--- config.mk ---
export PLATFORM = sky130hd
export DESIGN_NAME = fifo_serializer
export DESIGN_NICKNAME = d
export VERILOG_FILES = /design/src/rtl/fifo_serializer_pkg.sv /design/src/rtl/fifo_serializer_buf.sv /design/src/rtl/fifo_serializer.sv
export SDC_FILE = /design/constraint.sdc
export NUM_CORES = 1
export LEC_CHECK = 0
export ABC_AREA = 0
export BUFFER_PORTS_ARGS = -buffer_cell sky130_fd_sc_hd__buf_2
export CAP_MARGIN = 10
export CORE_UTILIZATION = 50
export DETAILED_ROUTE_END_ITERATION = 7
export PLACE_DENSITY = 0.65
export SLEW_MARGIN = 25
export SYNTH_ARGS = -nofsm -noshare
export SYNTH_HDL_FRONTEND = slang
export SYNTH_SLANG_ARGS = --single-unit
--- constraint.sdc ---
create_clock -name clk -period 3.69 [get_ports clk]
set_input_delay 0.1845 -clock clk [delete_from_list [all_inputs] [get_ports clk]]
set_output_delay 0.1845 -clock clk [all_outputs]
set_load 0.1 [all_outputs]
--- src/rtl/fifo_serializer_pkg.sv ---
// Shared types and elaboration helpers for fifo_serializer.
package fifo_serializer_pkg;

    typedef enum logic [1:0] {
        ST_IDLE  = 2'd0,
        ST_SHIFT = 2'd1,
        ST_PAR   = 2'd2
    } state_t;

    function automatic int beats(input int data_w, input int lane_w);
        return data_w / lane_w;
    endfunction

    // Counter width that never collapses to zero bits.
    function automatic int cnt_w(input int n);
        return (n > 1) ? $clog2(n) : 1;
    endfunction

    function automatic bit params_ok(input int data_w, input int depth, input int lane_w);
        return (lane_w >= 1) && (data_w >= lane_w) && ((data_w % lane_w) == 0) &&
               (depth >= 2) && ((depth & (depth - 1)) == 0);
    endfunction

endpackage

--- src/rtl/fifo_serializer_buf.sv ---
// Word storage for fifo_serializer: circular array with wrap-bit pointers and registered status.
module fifo_serializer_buf #(
    parameter int DATA_W = 8,
    parameter int DEPTH  = 32
) (
    input  logic                     clk,
    input  logic                     rst_n,
    input  logic [DATA_W-1:0]        wr_data,
    input  logic                     wr_req,
    input  logic                     pop,
    output logic [DATA_W-1:0]        head,
    output logic                     full,
    output logic                     empty,
    output logic [$clog2(DEPTH):0]   level
);

    localparam int AW = $clog2(DEPTH);
    localparam int PW = AW + 1;
    localparam logic [PW-1:0] PTR_ONE = PW'(1);

    logic [DATA_W-1:0] mem_q [DEPTH];
    logic [PW-1:0]     wr_ptr_q, wr_ptr_d;
    logic [PW-1:0]     rd_ptr_q, rd_ptr_d;
    logic [PW-1:0]     level_q, level_d;
    logic              full_q, full_d;
    logic              empty_q, empty_d;
    logic              push_s;
    logic              pop_s;

    // Pointer advance and status derived from the next pointers so flags track each edge.
    always_comb begin
        push_s   = wr_req && !full_q;
        pop_s    = pop && !empty_q;
        wr_ptr_d = wr_ptr_q;
        rd_ptr_d = rd_ptr_q;
        if (push_s) begin
            wr_ptr_d = wr_ptr_q + PTR_ONE;
        end else begin
            wr_ptr_d = wr_ptr_q;
        end
        if (pop_s) begin
            rd_ptr_d = rd_ptr_q + PTR_ONE;
        end else begin
            rd_ptr_d = rd_ptr_q;
        end
        full_d  = (wr_ptr_d[AW] != rd_ptr_d[AW]) && (wr_ptr_d[AW-1:0] == rd_ptr_d[AW-1:0]);
        empty_d = (wr_ptr_d == rd_ptr_d);
        level_d = wr_ptr_d - rd_ptr_d;
    end

    // Pointer and status registers.
    always_ff @(posedge clk or negedge rst_n) begin
        if (!rst_n) begin
            wr_ptr_q <= '0;
            rd_ptr_q <= '0;
            full_q   <= 1'b0;
            empty_q  <= 1'b1;
            level_q  <= '0;
        end else begin
            wr_ptr_q <= wr_ptr_d;
            rd_ptr_q <= rd_ptr_d;
            full_q   <= full_d;
            empty_q  <= empty_d;
            level_q  <= level_d;
        end
    end

    // Storage array; contents are qualified by the pointers so no reset is needed.
    always_ff @(posedge clk) begin
        if (push_s) begin
            mem_q[wr_ptr_q[AW-1:0]] <= wr_data;
        end
    end

    assign head  = mem_q[rd_ptr_q[AW-1:0]];
    assign full  = full_q;
    assign empty = empty_q;
    assign level = level_q;

endmodule

--- src/rtl/fifo_serializer.sv ---
// Word FIFO feeding a parallel-to-serial lane stage with start-of-word marker.
// Optional even-parity trailer beat: define FIFO_SERIALIZER_PARITY_EN.
module fifo_serializer
    import fifo_serializer_pkg::*;
#(
    parameter int DATA_W    = 8,
    parameter int DEPTH     = 32,
    parameter int LANE_W    = 1,
    parameter int MSB_FIRST = 0
) (
    input  logic                     clk,
    input  logic                     rst_n,
    input  logic [DATA_W-1:0]        in_data,
    input  logic                     in_valid,
    output logic                     in_ready,
    input  logic                     out_en,
    output logic [LANE_W-1:0]        ser_data,
    output logic                     ser_valid,
    output logic                     ser_sof,
    output logic                     full,
    output logic                     empty,
    output logic [$clog2(DEPTH):0]   level
);

    localparam int BEATS = beats(DATA_W, LANE_W);
    localparam int BCW   = cnt_w(BEATS);
    localparam logic [BCW-1:0] LAST_BEAT = BCW'(BEATS - 1);
    localparam logic [BCW-1:0] BEAT_ONE  = BCW'(1);

    if (!params_ok(DATA_W, DEPTH, LANE_W)) begin : g_bad_params
        $error("fifo_serializer: illegal DATA_W/DEPTH/LANE_W combination");
    end

    state_t              state_q, state_d;
    logic [BCW-1:0]      beat_q, beat_d;
    logic [DATA_W-1:0]   word_q, word_d;
    logic [LANE_W-1:0]   ser_data_q, ser_data_d;
    logic                ser_valid_q, ser_valid_d;
    logic                ser_sof_q, ser_sof_d;
    logic [DATA_W-1:0]   head_s;
    logic                empty_s;
    logic                full_s;
    logic                pop_s;
    logic                boundary_s;

    fifo_serializer_buf #(
        .DATA_W (DATA_W),
        .DEPTH  (DEPTH)
    ) u_buf (
        .clk     (clk),
        .rst_n   (rst_n),
        .wr_data (in_data),
        .wr_req  (in_valid),
        .pop     (pop_s),
        .head    (head_s),
        .full    (full_s),
        .empty   (empty_s),
        .level   (level)
    );

    // Beat b in transmit order; lane k counts from the least significant end.
    function automatic logic [LANE_W-1:0] lane_at(input logic [DATA_W-1:0] w, input logic [BCW-1:0] b);
        logic [BCW-1:0] k;
        k = (MSB_FIRST != 0) ? (LAST_BEAT - b) : b;
        return w[k*LANE_W +: LANE_W];
    endfunction

    // Serializer FSM: boundary_s marks the cycles where out_en may start the next word.
    always_comb begin
        state_d     = state_q;
        beat_d      = beat_q;
        word_d      = word_q;
        ser_data_d  = ser_data_q;
        ser_valid_d = ser_valid_q;
        ser_sof_d   = 1'b0;
        pop_s       = 1'b0;
        boundary_s  = 1'b0;
        case (state_q)
            ST_IDLE: begin
                boundary_s = 1'b1;
            end
            ST_SHIFT: begin
                if (beat_q == LAST_BEAT) begin
`ifdef FIFO_SERIALIZER_PARITY_EN
                    state_d     = ST_PAR;
                    ser_data_d  = LANE_W'(^word_q);
                    ser_valid_d = 1'b1;
`else
                    boundary_s  = 1'b1;
`endif
                end else begin
                    beat_d      = beat_q + BEAT_ONE;
                    ser_data_d  = lane_at(word_q, beat_q + BEAT_ONE);
                    ser_valid_d = 1'b1;
                end
            end
            ST_PAR: begin
                boundary_s = 1'b1;
            end
            default: begin
                state_d     = ST_IDLE;
                ser_data_d  = '0;
                ser_valid_d = 1'b0;
            end
        endcase
        if (boundary_s) begin
            if (out_en && !empty_s) begin
                pop_s       = 1'b1;
                word_d      = head_s;
                beat_d      = '0;
                ser_data_d  = lane_at(head_s, '0);
                ser_valid_d = 1'b1;
                ser_sof_d   = 1'b1;
                state_d     = ST_SHIFT;
            end else begin
                state_d     = ST_IDLE;
                beat_d      = '0;
                ser_data_d  = '0;
                ser_valid_d = 1'b0;
            end
        end else begin
            pop_s = 1'b0;
        end
    end

    // FSM, shift word and registered serial outputs.
    always_ff @(posedge clk or negedge rst_n) begin
        if (!rst_n) begin
            state_q     <= ST_IDLE;
            beat_q      <= '0;
            word_q      <= '0;
            ser_data_q  <= '0;
            ser_valid_q <= 1'b0;
            ser_sof_q   <= 1'b0;
        end else begin
            state_q     <= state_d;
            beat_q      <= beat_d;
            word_q      <= word_d;
            ser_data_q  <= ser_data_d;
            ser_valid_q <= ser_valid_d;
            ser_sof_q   <= ser_sof_d;
        end
    end

    assign in_ready  = !full_s;
    assign full      = full_s;
    assign empty     = empty_s;
    assign ser_data  = ser_data_q;
    assign ser_valid = ser_valid_q;
    assign ser_sof   = ser_sof_q;

endmodule

Word level (Yosys, flattened, before mapping)
Memories as Yosys holds them, arrays and structs flattened.
Index checks and enable logic that the tools add are counted.

word-level totals
  register bits after elaboration = 36
  memories = 1
  bits in writable memories = 256

operators by class
  reduce and logical (&&, ||, !) cells = 13
  $add $sub $neg = 4
  equality and inequality tests = 10
  shift operators = 1
  muxes and demuxes = 21

memories
  name         depth  width  read ports  clocked after memory_dff  write ports  RTL line                   text
  u_buf.mem_q  32     8      1           0                         1            fifo_serializer_buf.sv:21  logic [DATA_W-1:0] mem_q [DEPTH];

operator list
  operator               number
  $add A6 B1 Y6 const B  2
  $mux W6                2
  $mux W1                11
  $mux W3                3
  $shiftx A8 B4 Y1       1
  $eq A6 B6 Y1           1
  $pmux W1 S2            3
  $reduce_and A2 Y1      3
  $sub A6 B6 Y6          1
  $eq A5 B5 Y1           1
  $logic_and A1 B1 Y1    4
  $mux W2                2
  $ne A2 B1 Y1 const B   2
  $add A3 B1 Y3 const B  1
  $eq A3 B3 Y1 const B   1
  $ne A3 B3 Y1 const B   1
  $reduce_or A3 Y1       1
  $eq A2 B1 Y1 const B   1
  $eq A2 B2 Y1 const B   1
  $logic_not A1 Y1       2
  $logic_not A2 Y1       1
  $ne A2 B2 Y1 const B   1
  $reduce_bool A2 Y1     1
  $reduce_or A2 Y1       1
  $ne A1 B1 Y1           1

Depth between registers and ports, before layout
  depth in word-level cells = 8
  depth in mapped cells = 13

Modules after synthesis
Synthesis repeated with hierarchy kept, for this count alone.

unflattened totals
  cells, all modules = 545
  area total of the unflattened synthesis = 11511.0 µm²

by module, submodules not included
  module               cells each  times used  area each (µm²)
  fifo_serializer_buf  503         1           10890.4
  fifo_serializer      42          1           620.6

Worst setup path after synthesis
OpenSTA, ideal clock, no wires.

  kind = reg2reg
  from = register beat_q[0]
  to = register u_buf.level_q[4], in the netlist u_buf.level[4]
  buffers on the path = 1
  arrival time = 2.531 ns
  setup slack = 1.032 ns
  stages on the path, launching flop included = 14
  cells stage by stage = dfrtp_1 > ha_1 > ha_1 > nand2b_1 > nand2_1 > clkbuf_1 > xnor2_1 > ha_1 > inv_1 > ha_1 > a31o_2 > a21oi_1 > o21ai_1 > xor2_1

on the way
  longest elaborated chain between the ends = 7

RTL lines
  what                    RTL line                   text
  from (decl)             fifo_serializer.sv:35      logic [BCW-1:0] beat_q, beat_d;
  from (signal assigned)  fifo_serializer.sv:137     beat_q <= beat_d;
  $eq A3 B3 Y1            fifo_serializer.sv:83      if (beat_q == LAST_BEAT) begin
  $mux W1                 fifo_serializer.sv:83
  $pmux W1 S2             fifo_serializer.sv:78      case (state_q)
  $mux W1                 fifo_serializer.sv:106     if (boundary_s) begin
  $logic_and A1 B1 Y1     fifo_serializer_buf.sv:33  pop_s = pop && !empty_q;
  $mux W6                 fifo_serializer_buf.sv:41  if (pop_s) begin
  net u_buf.rd_ptr_d[0]   fifo_serializer_buf.sv:23  logic [PW-1:0] rd_ptr_q, rd_ptr_d;
  $sub A6 B6 Y6           fifo_serializer_buf.sv:48  level_d = wr_ptr_d - rd_ptr_d;
  net u_buf.level_d[4]    fifo_serializer_buf.sv:24  logic [PW-1:0] level_q, level_d;
  to (signal assigned)    fifo_serializer_buf.sv:64  level_q <= level_d;
  to (decl)               fifo_serializer_buf.sv:24

The timed path passes the listed nets, and every way through them passes these cells.
A chain may end at the register's enable or synchronous reset.

Worst setup path after layout
Ends and elaborated chain as after synthesis.

==> results by group <==
Floorplan
  • Die Y: 155 um
  • Row Count: 55
  • I/O pin count: 24
  • Initial Utilization: 51.4%
  • Die Wd: 155 um
  • Die ar.: 24000 um2
  • Core ar.: 22800 um2

Critical path
  • Max stage delay on crit path: 430 ps
  • CP Buf/Inv Count: 1
  • Data required time at the worst endpoint: 4100 ps
  • Startpoint types: flop
  • Max stage delay cell, worst path: dfrtp_1
  • CP top delay family: adder cells
  • Most used cell, CP: ha_1
  • Crit end category: flop
  • Worst path cell trace: ha_1 > ha_1 > nand2b_1 > nand2_1 > xnor2_1 > ha_1 > inv_1 > ha_1 > a31o_2 > a21oi_1 > o21ai_1 > xor2_1
  • Critical path type: reg2reg
  • Top fanout value on the critical path: 12
  • Flop2flop setup slack: 810 ps
  • WP data arrival: 3290 ps

Placed design
  • DP Wirelength: 14400 um
  • Gpl congestion: 0.876
  • Port Buf Inserts: 23

STA
  • Fin crit share: 78.0%
  • F_max: 0.347 GHz
  • WHS: 48.3 ps
  • Max_slew headroom: 43.9%
  • Final Skew: 11.4 ps
  • Count of final max-slew check failures: 0
  • Final Setup Violations: 0
  • Hold Vio Cnt, Final: 0
  • RSZ-0062 raised after global routing: false
  • Worst-Margin Slew: 839 ps
  • Crit path time final: 2880 ps
  • Fin Setup TNS: 0 ps

GRT
  • Gr usage total: 20.0%
  • Initial antenna violation count: 0
  • First-pass GRT wire length: 35300 um
  • Vias in the first global route: 5771
  • Largest net degree at the start of global routing: 37
  • Total congestion overflow: 0

Detailed routing
  • # DRC: 0
  • Top routing layer used: met4
  • Routed WL per cell: 23.6 um
  • DRT met1 WL: 10100 um
  • Post-DRT Antenna Nets: 0
  • DR WL met3: 1300 um
  • Metal2 WL: 11100 um
  • Initial DRT Pass Iterations: 7
  • Total Wirelength: 22900 um
  • Violation count after the first detailed-route iteration: 456
  • Vias per cell: 5.77
  • Routed vias: 5611

Synth
  • Async SR Flop Fraction: 12.0%
  • Post-synthesis cell area: 11700 um2
  • Cell count after synthesis: 598
  • Post-synthesis area per instance: 19.6 um2
  • Ys Warns: 0
  • Syn Nets: 620
  • Post-synth EDFFs: 256
  • Synth unique cells: 48
  • Seq cells post-synth: 291
  • Sequential-to-total area share from yosys stat: 73.2%
  • Top_reg_cell synth: edfxtp_1

Clock network
  • H-tree level count: 1
  • CTS tree: built
  • Clk buf depth: 3
  • Clock Sinks: 291
  • Skew-Pair Late Insertion Delay: 540 ps
  • Post-CTS setup buffers: 0
  • Clock slew at reported path FFs: 60 ps
  • CTS root buffer: clkbuf_16
  • Num CTS Buffers: 30

Pwr
  • VDD IR max: 569 uV
  • Leakage: 4.48 nW
  • Power per Cell Area: 806 nW/um2

Finish
  • ANT cells: 0
  • Nets@finish: 658
  • P&R area growth vs syn: 12.4%
  • Commonest non-fill, non-tap cell in the layout: edfxtp_1
  • Share of post-route cells with drive strength above 1: 22.7%
  • Most frequent cells in the layout: edfxtp_1 (256), mux4_2 (56), nor2_1 (40)

Flow run
  • Number of max-cap violations: 0

Worst hold path
  • Hold crit path type: in2reg

Status
  • Outcome: finished, final reports clean
-- metrics by stage --
| stage | setup slack [ps] | instances | util, % | instance area, um2 | power (mW) |
|---|---|---|---|---|---|
| after floorplan | 1030 | 598 | - | 11700 | 6.77 |
| after global placement | 957 | 916 | 53.2 | 12100 | 7.52 |
| after detailed placement | 831 | 916 | 53.2 | 12100 | 7.61 |
| after CTS | 807 | 973 | 57.7 | 13200 | 10.7 |
| after global routing | 609 | 973 | 57.7 | 13200 | 11.1 |
| final | 811 | 973 | 57.7 | 13200 | 10.6 |
-- path summary, 6_finish.rpt --
check | start | end | depth (start not counted)
worst max-delay path | beat_q[0] | u_buf.level[4] | 12
min in group asynchronous | rst_n | u_buf.full | 2
worst min register to register | word_q[0] | word_q[0] | 1
worst min-delay path | out_en | ser_valid | 3
worst max register to register | beat_q[0] | u_buf.level[4] | 12
max in group asynchronous | rst_n | u_buf.rd_ptr_q[0] | 2
-- power breakdown --
| part | internal (mW) | switching [mW] |
|---|---|---|
| combinational | 1.32 | 1.79 |
| clock | 1.88 | 1.20 |
| sequential | 3.95 | 0.457 |
-- layer usage --
layer / vias to the layer above / GRT usage [%]
met5: - / 0
met4: 0 / 5.14
met3: 32 / 3.57
met2: 180 / 32.1
met1: 2933 / 28.7
li1: 2466 / -
-- final cells by class --
| cell class | count | area, um2 |
|---|---|---|
| clock buffers | 36 | 795 |
| clock inverters | 20 | 226 |
| fillers | 1671 | 9630 |
| inverters | 12 | 45.0 |
| multi-input cells | 267 | 2920 |
| flip-flops and latches | 291 | 8570 |
| well taps | 313 | 392 |
| repair buffers | 34 | 200 |
-- cell families after synthesis --
group / Yosys count / synth area share [%]
simple gates: 111 / 4.70
flops: 291 / 73.2
xor+xnor: 15 / 1.25
buf+inv: 40 / 1.86
mux: 99 / 15.9
compound gates: 32 / 2.06
fa+ha+maj: 10 / 1.07
-- worst min-delay path, cell delays in order --
cell and delay (ps):
buf_2 80, nand2b_1 170, nand2_1 120
-- cells in the mapped netlist (5+ instances only) --
cell type / number / share of area, %
a22oi_1: 14 / 0.90
and2_1: 5 / 0.27
buf_2: 15 / 0.64
buf_6: 5 / 0.48
dfrtp_1: 34 / 7.3
edfxtp_1: 256 / 66
ha_1: 10 / 1.1
inv_1: 11 / 0.35
mux2i_1: 32 / 2.7
mux4_1: 10 / 2.2
mux4_2: 56 / 11
nand2_1: 27 / 0.87
nand3_1: 13 / 0.56
nand3b_1: 5 / 0.32
nor2_1: 40 / 1.3
nor2b_1: 6 / 0.32
xnor2_1: 8 / 0.60
xor2_1: 5 / 0.37
-- repair_timing --
| action | in CTS | in global routing |
|---|---|---|
| resized for setup | 0 | 0 |
| hold buffers | 1 | 0 |
| hold endpoints to repair | 34 | 0 |
-- state kept, by name (all words and copies together), names as in the netlist --
name and cells:
beat_q 3, ser_data 1, ser_sof 1, ser_valid 1, state_q 1, u_buf.empty 1
u_buf.full 1, u_buf.level 6, u_buf.mem_q 256, u_buf.rd_ptr_q 6, u_buf.wr_ptr_q 6, word_q 8
(Power assumes the default switching activity.)
